--- config.mk ---
export PLATFORM = sky130hd
export DESIGN_NAME = dbg_writer
export DESIGN_NICKNAME = d
export VERILOG_FILES = /design/src/rtl/dbg_writer_pkg.sv /design/src/rtl/dbg_writer_btn_edge.sv /design/src/rtl/dbg_writer.sv
export SDC_FILE = /design/constraint.sdc
export NUM_CORES = 1
export LEC_CHECK = 0
export BUFFER_PORTS_ARGS = -buffer_cell sky130_fd_sc_hd__clkbuf_2
export CORE_MARGIN = 1
export CORE_UTILIZATION = 54
export CTS_CLUSTER_SIZE = 25
export DETAILED_ROUTE_END_ITERATION = 16
export GPL_TIMING_DRIVEN = 0
export PLACE_DENSITY_LB_ADDON = 0.08
export SYNTH_ARGS = -nofsm -noshare
export SYNTH_HDL_FRONTEND = slang
export SYNTH_SLANG_ARGS = --single-unit
--- constraint.sdc ---
create_clock -name clk -period 3.5 [get_ports clk]
set_input_delay 0.7 -clock clk [delete_from_list [all_inputs] [get_ports clk]]
set_output_delay 0.7 -clock clk [all_outputs]
set_load 0.03 [all_outputs]
--- src/rtl/dbg_writer_pkg.sv ---
// Shared definitions for the front-panel debug writer: target-select
// encodings, default memory size and the writer FSM state codes.
package dbg_writer_pkg;

  // Target select encodings driven by the board's select switches
  localparam logic [1:0] SEL_GR   = 2'd0;
  localparam logic [1:0] SEL_MEM  = 2'd1;
  localparam logic [1:0] SEL_PC   = 2'd2;
  localparam logic [1:0] SEL_ADDR = 2'd3;

  // Number of writable data-memory words on this board
  localparam int MEM_SIZE_DEF = 32;

  // Writer FSM states
  typedef enum logic [1:0] {
    DW_IDLE   = 2'd0,
    DW_WR_GR  = 2'd1,
    DW_WR_MEM = 2'd2
  } dw_state_t;

endpackage

--- src/rtl/dbg_writer_btn_edge.sv ---
// Button conditioner: two-flop synchroniser followed by a registered
// rising-edge detector. Produces a single-cycle pulse three clocks after
// the raw button is first sampled high.
module dbg_writer_btn_edge (
  input  logic clk,
  input  logic reset,
  input  logic btn,
  output logic pulse
);

  logic sync1;
  logic sync2;
  logic prev;

  // Synchronise the raw button, remember the last level, register the edge
  always_ff @(posedge clk or posedge reset) begin
    if (reset) begin
      sync1 <= 1'b0;
      sync2 <= 1'b0;
      prev  <= 1'b0;
      pulse <= 1'b0;
    end else begin
      sync1 <= btn;
      sync2 <= sync1;
      prev  <= sync2;
      pulse <= sync2 & ~prev;
    end
  end

endmodule

--- src/rtl/dbg_writer.sv ---
// Front-panel debug writer. The operator steps an 8-bit address, stages a
// 16-bit word in two byte halves from the switches, and commits it to a
// general register or data memory over a we/ack handshake with timeout.
module dbg_writer
  import dbg_writer_pkg::*;
#(
  parameter int GR_SIZE  = 8,
  parameter int MEM_SIZE = MEM_SIZE_DEF,
  parameter int TIMEOUT  = 15
) (
  input  logic        clk,
  input  logic        reset,
  input  logic        btn_step,
  input  logic        dir,
  input  logic        btn_hi,
  input  logic        btn_lo,
  input  logic        btn_commit,
  input  logic [7:0]  sw,
  input  logic [1:0]  select,
  output logic        mem_we,
  output logic [7:0]  mem_addr,
  output logic [15:0] mem_wdata,
  input  logic        mem_ack,
  output logic        gr_we,
  output logic [2:0]  gr_addr,
  output logic [15:0] gr_wdata,
  input  logic        gr_ack,
  output logic [7:0]  address,
  output logic [15:0] data_buf,
  output logic        busy,
  output logic        error
);

  localparam logic [7:0] GR_LAST  = 8'(GR_SIZE - 1);
  localparam logic [7:0] MEM_LAST = 8'(MEM_SIZE - 1);
  localparam logic [8:0] GR_LIM   = 9'(GR_SIZE);
  localparam logic [8:0] MEM_LIM  = 9'(MEM_SIZE);
  localparam logic [7:0] TO_LIMIT = 8'(TIMEOUT);

  logic step_p;
  logic hi_p;
  logic lo_p;
  logic commit_p;

  dbg_writer_btn_edge u_step   (.clk(clk), .reset(reset), .btn(btn_step),   .pulse(step_p));
  dbg_writer_btn_edge u_hi     (.clk(clk), .reset(reset), .btn(btn_hi),     .pulse(hi_p));
  dbg_writer_btn_edge u_lo     (.clk(clk), .reset(reset), .btn(btn_lo),     .pulse(lo_p));
  dbg_writer_btn_edge u_commit (.clk(clk), .reset(reset), .btn(btn_commit), .pulse(commit_p));

  dw_state_t  state;
  logic [7:0] tcount;
  logic       gr_ok;
  logic       mem_ok;
  logic [7:0] gr_next;
  logic [7:0] mem_next;

  // Range checks and post-increment addresses that wrap at the target size
  assign gr_ok    = ({1'b0, address} < GR_LIM);
  assign mem_ok   = ({1'b0, address} < MEM_LIM);
  assign gr_next  = (address == GR_LAST)  ? 8'd0 : address + 8'd1;
  assign mem_next = (address == MEM_LAST) ? 8'd0 : address + 8'd1;

  // Writer FSM: operator edits in IDLE, one strobe held per commit until ack or timeout
  always_ff @(posedge clk or posedge reset) begin
    if (reset) begin
      state     <= DW_IDLE;
      tcount    <= 8'd0;
      address   <= 8'd0;
      data_buf  <= 16'd0;
      busy      <= 1'b0;
      error     <= 1'b0;
      mem_we    <= 1'b0;
      mem_addr  <= 8'd0;
      mem_wdata <= 16'd0;
      gr_we     <= 1'b0;
      gr_addr   <= 3'd0;
      gr_wdata  <= 16'd0;
    end else begin
      case (state)
        DW_IDLE: begin
          if (commit_p) begin
            if (select == SEL_GR && gr_ok) begin
              state    <= DW_WR_GR;
              gr_we    <= 1'b1;
              gr_addr  <= address[2:0];
              gr_wdata <= data_buf;
              busy     <= 1'b1;
              error    <= 1'b0;
              tcount   <= 8'd0;
            end else if (select == SEL_MEM && mem_ok) begin
              state     <= DW_WR_MEM;
              mem_we    <= 1'b1;
              mem_addr  <= address;
              mem_wdata <= data_buf;
              busy      <= 1'b1;
              error     <= 1'b0;
              tcount    <= 8'd0;
            end else begin
              error <= 1'b1;
            end
          end else begin
            if (step_p) begin
              address <= dir ? address + 8'd1 : address - 8'd1;
            end
            if (hi_p) begin
              data_buf[15:8] <= sw;
            end
            if (lo_p) begin
              data_buf[7:0] <= sw;
            end
          end
        end
        DW_WR_GR: begin
          if (gr_ack) begin
            state   <= DW_IDLE;
            gr_we   <= 1'b0;
            busy    <= 1'b0;
            address <= gr_next;
          end else if (tcount == TO_LIMIT) begin
            state <= DW_IDLE;
            gr_we <= 1'b0;
            busy  <= 1'b0;
            error <= 1'b1;
          end else begin
            tcount <= tcount + 8'd1;
          end
        end
        DW_WR_MEM: begin
          if (mem_ack) begin
            state   <= DW_IDLE;
            mem_we  <= 1'b0;
            busy    <= 1'b0;
            address <= mem_next;
          end else if (tcount == TO_LIMIT) begin
            state  <= DW_IDLE;
            mem_we <= 1'b0;
            busy   <= 1'b0;
            error  <= 1'b1;
          end else begin
            tcount <= tcount + 8'd1;
          end
        end
        default: begin
          state  <= DW_IDLE;
          gr_we  <= 1'b0;
          mem_we <= 1'b0;
          busy   <= 1'b0;
        end
      endcase
    end
  end

endmodule

==> run_results.csv, run 1 <==
group,metric,value,unit
global_routing,wire_length_of_the_first_global_routing_pass,13300,um
drt,dr.pass1.iters,4,
power_and_ir_drop,clock_power_share,16.5,%
sta,tightestPinTransition,0.991,ns
finish,seqCellArea,2430,um2
setup_path,crit_path_top_delay_cell,"nor4_4",
finish,area_delta_synth_final,19.0,%
finish,final_net_count,447,
sta,timing.final.crit_share,77.8,%
power_and_ir_drop,sequentialPowerShare,41.1,%
logic_synthesis,synth_area,4100,um2
logic_synthesis,netlist-cell-type-count,49,
global_routing,track_usage,22.8,%
finish,antenna_cells_inserted,0,
power_and_ir_drop,ir_worst_vdd,464,uV
setup_path,data_required_time_at_the_worst_endpoint,3.74,ns
setup_path,cpPeakStageDelay,0.63,ns
cts,max-clock-path-buffers,2,
power_and_ir_drop,p_sw,1780,uW
setup_path,cp_cell_sequence,"buf_6 > nor4_1 > nand3_1 > nor4_4 > buf_4 > mux2_1",
power_and_ir_drop,power-per-cell-area,831,nW/um2
drt,avgRoutedWirePerCell,15.9,um
sta,setup-tns-final,0,ns
sta,slew_headroom,33.8,%
finish,total_area_of_multi_input_combinational_cells,1600,um2
logic_synthesis,area_fraction_of_the_dominant_cell_type_after_synthesis,59.1,%
drt,routed_wl,8370,um
logic_synthesis,yosys-top-cells-area,"dfrtp_1, mux2_2, mux2_1, ha_1, nand2_1",
die,io_pins,90,
setup_path,cp-start-kind,"flop",
die,die_width,89.2,um
cts,post_cts_resized,0,
flow_run,cap_violations,0,
sta,final_max_slew_viol_count,0,
setup_path,worst-path-max-fanout,10,
run_status,status,"complete, no violations",
drt,detail_route.vias_per_cell,5.49,
setup_path,critical_path_class,"flop to flop",
global_routing,initial_antenna_violation_count,0,
logic_synthesis,synthCells,320,
placed_design,post_dp_cell_area,4700,um2
logic_synthesis,fraction_of_registers_with_async_set_reset,100,%
sta,skew,0.00581,ns
die,start_util,56.3,%
cts,clk_root_buffer_cell,"clkbuf_8",
logic_synthesis,syn_nets,346,
logic_synthesis,synth_flop_cell,"dfrtp_1",
global_routing,grt_start_max_net_pins,67,
placed_design,dp_hpwl,6040,um
cts,tritoncts_clock_tree,"done",
finish,final_cell_area,4880,um2
sta,fmax,367,MHz
die,fp-row-count,31,
die,dieArea,7950,um2
drt,dr_total_vias,2881,
sta,count_of_endpoints_failing_setup_in_the_final_report,0,
cts,h-tree-depth,3,
hold_path,type_of_the_worst_min_delay_path,"primary input to async pin",
logic_synthesis,postSynthAreaPerCell,12.8,um2
cts,clk_latency,0.36,ns
drt,drtIter0Drc,189,
power_and_ir_drop,p_sw_share,43.9,%
cts,clk_pin_slew,0.09,ns
finish,final.fill_count,619,
placed_design,place.port_buffers,89,
drt,postRouteAntennaNets,0,
sta,period_minus_slack,2.72,ns
global_routing,grt_pass1_vias,2751,
logic_synthesis,yosys_register_bits,97,
setup_path,setup.worst_path.end_class,"flop",
die,die_h,89.2,um
logic_synthesis,synth_seq_area_share,59.1,%
die,coreArea,7290,um2
sta,grt_setup_unrepaired,"no",
cts,numCtsBuffers,9,
sta,finalHoldViolations,0,
power_and_ir_drop,power.static_leakage,0.00243,uW
setup_path,worst_ep_arrival_time,2.96,ns
logic_synthesis,synth-edff-count,0,
logic_synthesis,synth_warnings,0,
placed_design,gpl.final_weighted_congestion,0.858,
finish,post_route_cells_drive_above_1_share,36.4,%
cts,cts_setup_buffers,0,
cts,numClockSinks,97,
global_routing,grt_overflow_total,0,
drt,final_routed_drc_violation_total,0,
logic_synthesis,post-synth-top-area-cell,"dfrtp_1",
cts,postCtsHoldBufs,0,
power_and_ir_drop,p_int,2270,uW
power_and_ir_drop,comb_power_share,42.4,%
per-layer routing:
layer  global-route usage [%]  up-vias  part of all wire (%)
met5                        0        -                     0
met3                     5.45       12                   7.0
met2                     37.7       96                    49
met4                     11.3        0                   1.2
met1                     28.4     1417                    43
li1                         -     1356                     -
synth_stat cells (2+ instances only):
| cell | count |
|---|---|
| mux2_2 | 39 |
| inv_1 | 8 |
| ha_1 | 7 |
| or3_1 | 2 |
| or4_1 | 2 |
| nor4b_1 | 2 |
| o22ai_1 | 2 |
| a21oi_1 | 10 |
| and2_1 | 4 |
| xor2_1 | 2 |
| a31oi_1 | 5 |
| nand4_1 | 3 |
| mux2_1 | 16 |
| nor3_1 | 6 |
| nor2b_1 | 9 |
| a21o_1 | 4 |
| a22o_1 | 5 |
| nand2b_1 | 3 |
| nand2_1 | 22 |
| dfrtp_1 | 97 |
| nor4_1 | 4 |
| nand3_1 | 8 |
| nor2_1 | 12 |
| and3_1 | 5 |
| clkbuf_1 | 8 |
| o21ai_0 | 12 |
metrics by stage:
stage               std cells  hold WS, ns  worst slack [ns]  utilization [%]  power, uW
CTS                       525        0.324             0.674             67.0       4100
finish                    525        0.329             0.776             67.0       4060
global route              525        0.348             0.519             67.0       4300
floorplan                 320        0.331             0.266                -       2890
detailed placement        509        0.336             0.531             64.5       3420
global placement          508        0.333            -0.741             64.1       3370
power groups by stage:
stage,combinational [uW],sequential (uW),clock (uW)
finish,1720,1670,670
global route,1850,1720,732
CTS,1730,1670,694
detailed placement,1730,1690,0
global placement,1700,1670,0
floorplan,635,2260,0
final timing paths:
path,from,endpoint,slack (ns),depth (start not counted)
min,reset,mem_addr[7]$_DFFE_PP0P_,0.33,2
min in group clk,u_commit.sync1$_DFF_PP0_,u_commit.sync2$_DFF_PP0_,0.35,0
max,address[5]$_DFFE_PP0P_,gr_wdata[6]$_DFFE_PP0P_,0.78,6
min reg2reg,u_commit.sync1$_DFF_PP0_,u_commit.sync2$_DFF_PP0_,0.35,0
max reg2reg,address[5]$_DFFE_PP0P_,gr_wdata[6]$_DFFE_PP0P_,0.78,6
max in group asynchronous,reset,tcount[2]$_DFFE_PP0P_,2.54,3
critical path: cells and delay by family (launching register included):
family,cells,cell delay [ns]
mux,1,0.34
simple gates,3,1.39
flops,1,0.40
buf+inv,2,0.48
sequential cells by signal (all words and copies together) (netlist names), 2 cells and up:
register	count
tcount	8
address	8
mem_addr	8
gr_wdata	16
data_buf	16
state	2
gr_addr	3
mem_wdata	16
cell usage in the layout, fill, tap and decap left out, drive strengths merged, types with 8 or more instances in the layout:
master | netlist | layout
mux2 | 55 | 55
nand3 | 8 | 8
o21ai | 14 | 14
nor2b | 9 | 9
dfrtp | 97 | 97
inv | 8 | 10
nand2 | 22 | 22
nor2 | 12 | 12
clkbuf | 8 | 107
a21oi | 10 | 10
logic make-up after synthesis:
logic type / share of synthesized area, %
fa+ha+maj: 2.13
flops: 59.1
buf+inv: 1.92
mux: 15.1
xor+xnor: 0.640
compound gates: 9.02
simple gates: 12.0
layout make-up:
class	instances	share of cell area (%)
Sequential cell	97	49.7
Multi-Input combinational cell	205	32.7
Timing Repair Buffer	90	9.68
Clock buffer	10	2.61
Tap cell	99	2.54
Clock inverter	6	1.08
Buffer	10	0.999
Inverter	8	0.666
Note: power is estimated with default switching activity, not from simulation.
==> inputs of run 2 (changes only) <==
- CORE_UTILIZATION: 54 -> 49
- clock period: 3.5 -> 2.5 ns (I/O delays scaled with it)
==> run_results.csv, run 2 (synthesized netlist as in run 1, its figures left out) <==
group,metric,value,unit
finish,largest_registers,"data_buf x16, gr_wdata x16, mem_wdata x16",
sta,timing.final.crit_share,94.1,%
global_routing,grt_start_max_net_pins,41,
cts,numCtsBuffers,9,
finish,final_core_utilization,60.8,%
global_routing,track_usage,21.5,%
finish,final_cell_area,4970,um2
power_and_ir_drop,p_sw_share,43.7,%
drt,drtIter0Drc,83,
sta,grt_setup_unrepaired,"no",
cts,max-clock-path-buffers,2,
cts,numClockSinks,97,
cts,clk_latency,0.36,ns
setup_path,critical_path_class,"flop to flop",
global_routing,grt_pass1_vias,2796,
hold_path,type_of_the_worst_min_delay_path,"primary input to async pin",
global_routing,grt_util_met2,33.1,%
cts,clk_root_buffer_cell,"clkbuf_8",
finish,fin_cells,535,
power_and_ir_drop,comb_power_share,42.2,%
power_and_ir_drop,p_sw,2520,uW
run_status,status,"complete, no violations",
finish,seqCellArea,2430,um2
power_and_ir_drop,ir_worst_vdd,675,uV
cts,h-tree-depth,3,
setup_path,setup.worst_path.end_class,"flop",
power_and_ir_drop,clock_power_share,17.3,%
placed_design,dp_hpwl,6180,um
sta,worst_hold_slack,0.205,ns
die,coreArea,8180,um2
cts,tritoncts_clock_tree,"done",
sta,period_minus_slack,2.35,ns
power_and_ir_drop,p_int,3250,uW
cts,clk_pin_slew,0.10,ns
sta,finalHoldViolations,0,
global_routing,wire_length_of_the_first_global_routing_pass,14000,um
flow_run,cap_violations,0,
setup_path,reg2reg_setup_slack,0.15,ns
die,fp-row-count,33,
setup_path,data_required_time_at_the_worst_endpoint,2.81,ns
finish,final_net_count,451,
finish,final.fill_count,687,
global_routing,initial_antenna_violation_count,0,
finish,final_common_cell,"dfrtp_1",
placed_design,gpl.final_weighted_congestion,0.856,
drt,avgRoutedWirePerCell,16.1,um
sta,setup-tns-final,0,ns
power_and_ir_drop,sequentialPowerShare,40.5,%
finish,area_delta_synth_final,21.2,%
finish,post_route_cells_drive_above_1_share,38.4,%
setup_path,cp-start-kind,"flop",
sta,fmax,425,MHz
placed_design,post-place-cells,516,
finish,antenna_cells_inserted,0,
drt,final_routed_drc_violation_total,0,
power_and_ir_drop,power.static_leakage,0.00248,uW
global_routing,grtUsageMet1,28.5,%
drt,dr_total_vias,2914,
die,die_h,93.5,um
sta,skew,0.0111,ns
die,start_util,50.2,%
sta,final_max_slew_viol_count,0,
drt,routed_wl,8610,um
global_routing,grt-busiest-layer,"met2",
drt,postRouteAntennaNets,0,
finish,total_area_of_multi_input_combinational_cells,1620,um2
sta,count_of_endpoints_failing_setup_in_the_final_report,0,
drt,dr.pass1.iters,4,
die,io_pins,90,
die,dieArea,8750,um2
setup_path,worst-path-max-fanout,7,
placed_design,place.port_buffers,89,
global_routing,grt_overflow_total,0,
cts,postCtsHoldBufs,0,
die,die_width,93.5,um
sta,tightestPinTransition,0.759,ns
sta,slew_headroom,49.4,%
global_routing,grt_use_met3,6.34,%
placed_design,post_dp_cell_area,4720,um2
finish,layout_common_cells,"dfrtp_1, clkbuf_2, mux2_2",
power_and_ir_drop,power-per-cell-area,1160,nW/um2
setup_path,worst_ep_arrival_time,2.67,ns
drt,detail_route.vias_per_cell,5.45,
## run 2: worst paths after layout
| kind | from | to | depth (start not counted) |
|---|---|---|---|
| max | state[0]$_DFFE_PP0P_ | address[7]$_DFFE_PP0P_ | 7 |
| min | reset | u_hi.sync1$_DFF_PP0_ | 2 |
| max reg2reg | state[0]$_DFFE_PP0P_ | address[7]$_DFFE_PP0P_ | 7 |
| min reg2reg | u_step.sync1$_DFF_PP0_ | u_step.sync2$_DFF_PP0_ | 0 |
| max in group asynchronous | reset | mem_wdata[0]$_DFFE_PP0P_ | 4 |
| min in group clk | btn_lo | u_lo.sync1$_DFF_PP0_ | 1 |
## run 2: routing by layer
metal | routed length (um) | share of wire [%] | vias up
li1 | - | - | 1356
met1 | 3740 | 43 | 1452
met2 | 4140 | 48 | 95
met3 | 579 | 6.7 | 11
met4 | 146 | 1.7 | 0
met5 | 0 | 0 | -
## run 2: power by group through the flow
stage / clock [uW] / combinational, uW / sequential, uW
after floorplan: 0 / 890 / 3160
after global placement: 0 / 2380 / 2340
after detailed placement: 0 / 2420 / 2370
after CTS: 1030 / 2430 / 2340
after global routing: 1100 / 2620 / 2410
final: 998 / 2440 / 2340
## run 2: repair_timing
action / 4_1_cts / 5_1_grt
setup endpoints to repair: 24 / 27
pin swaps: 3 / 1
resized for setup: 0 / 4
endpoints found under the hold margin: 0 / 0
setup buffers: 4 / 1
## run 2: worst max-delay path, cell delays in order, from the launching register on
cell and delay (ns):
dfrtp_1 0.41, inv_1 0.09, ha_1 0.26, nor2b_1 0.21, a2111o_1 0.53, or4_1 0.54
a21oi_1 0.15, or2_1 0.11
## run 2: layout make-up
type | instances | share of cell area [%]
Clock buffer | 10 | 2.77
Buffer | 8 | 0.830
Multi-Input combinational cell | 205 | 32.6
Inverter | 8 | 0.679
Timing Repair Buffer | 96 | 10.5
Tap cell | 105 | 2.64
Sequential cell | 97 | 48.8
Clock inverter | 6 | 1.16
## run 2: through the flow
stage	power, uW	setup slack (ns)
after floorplan	4050	0.120
after global placement	4720	-0.259
after detailed placement	4790	-0.249
after CTS	5800	0.0153
after global routing	6140	0.0382
final	5770	0.148
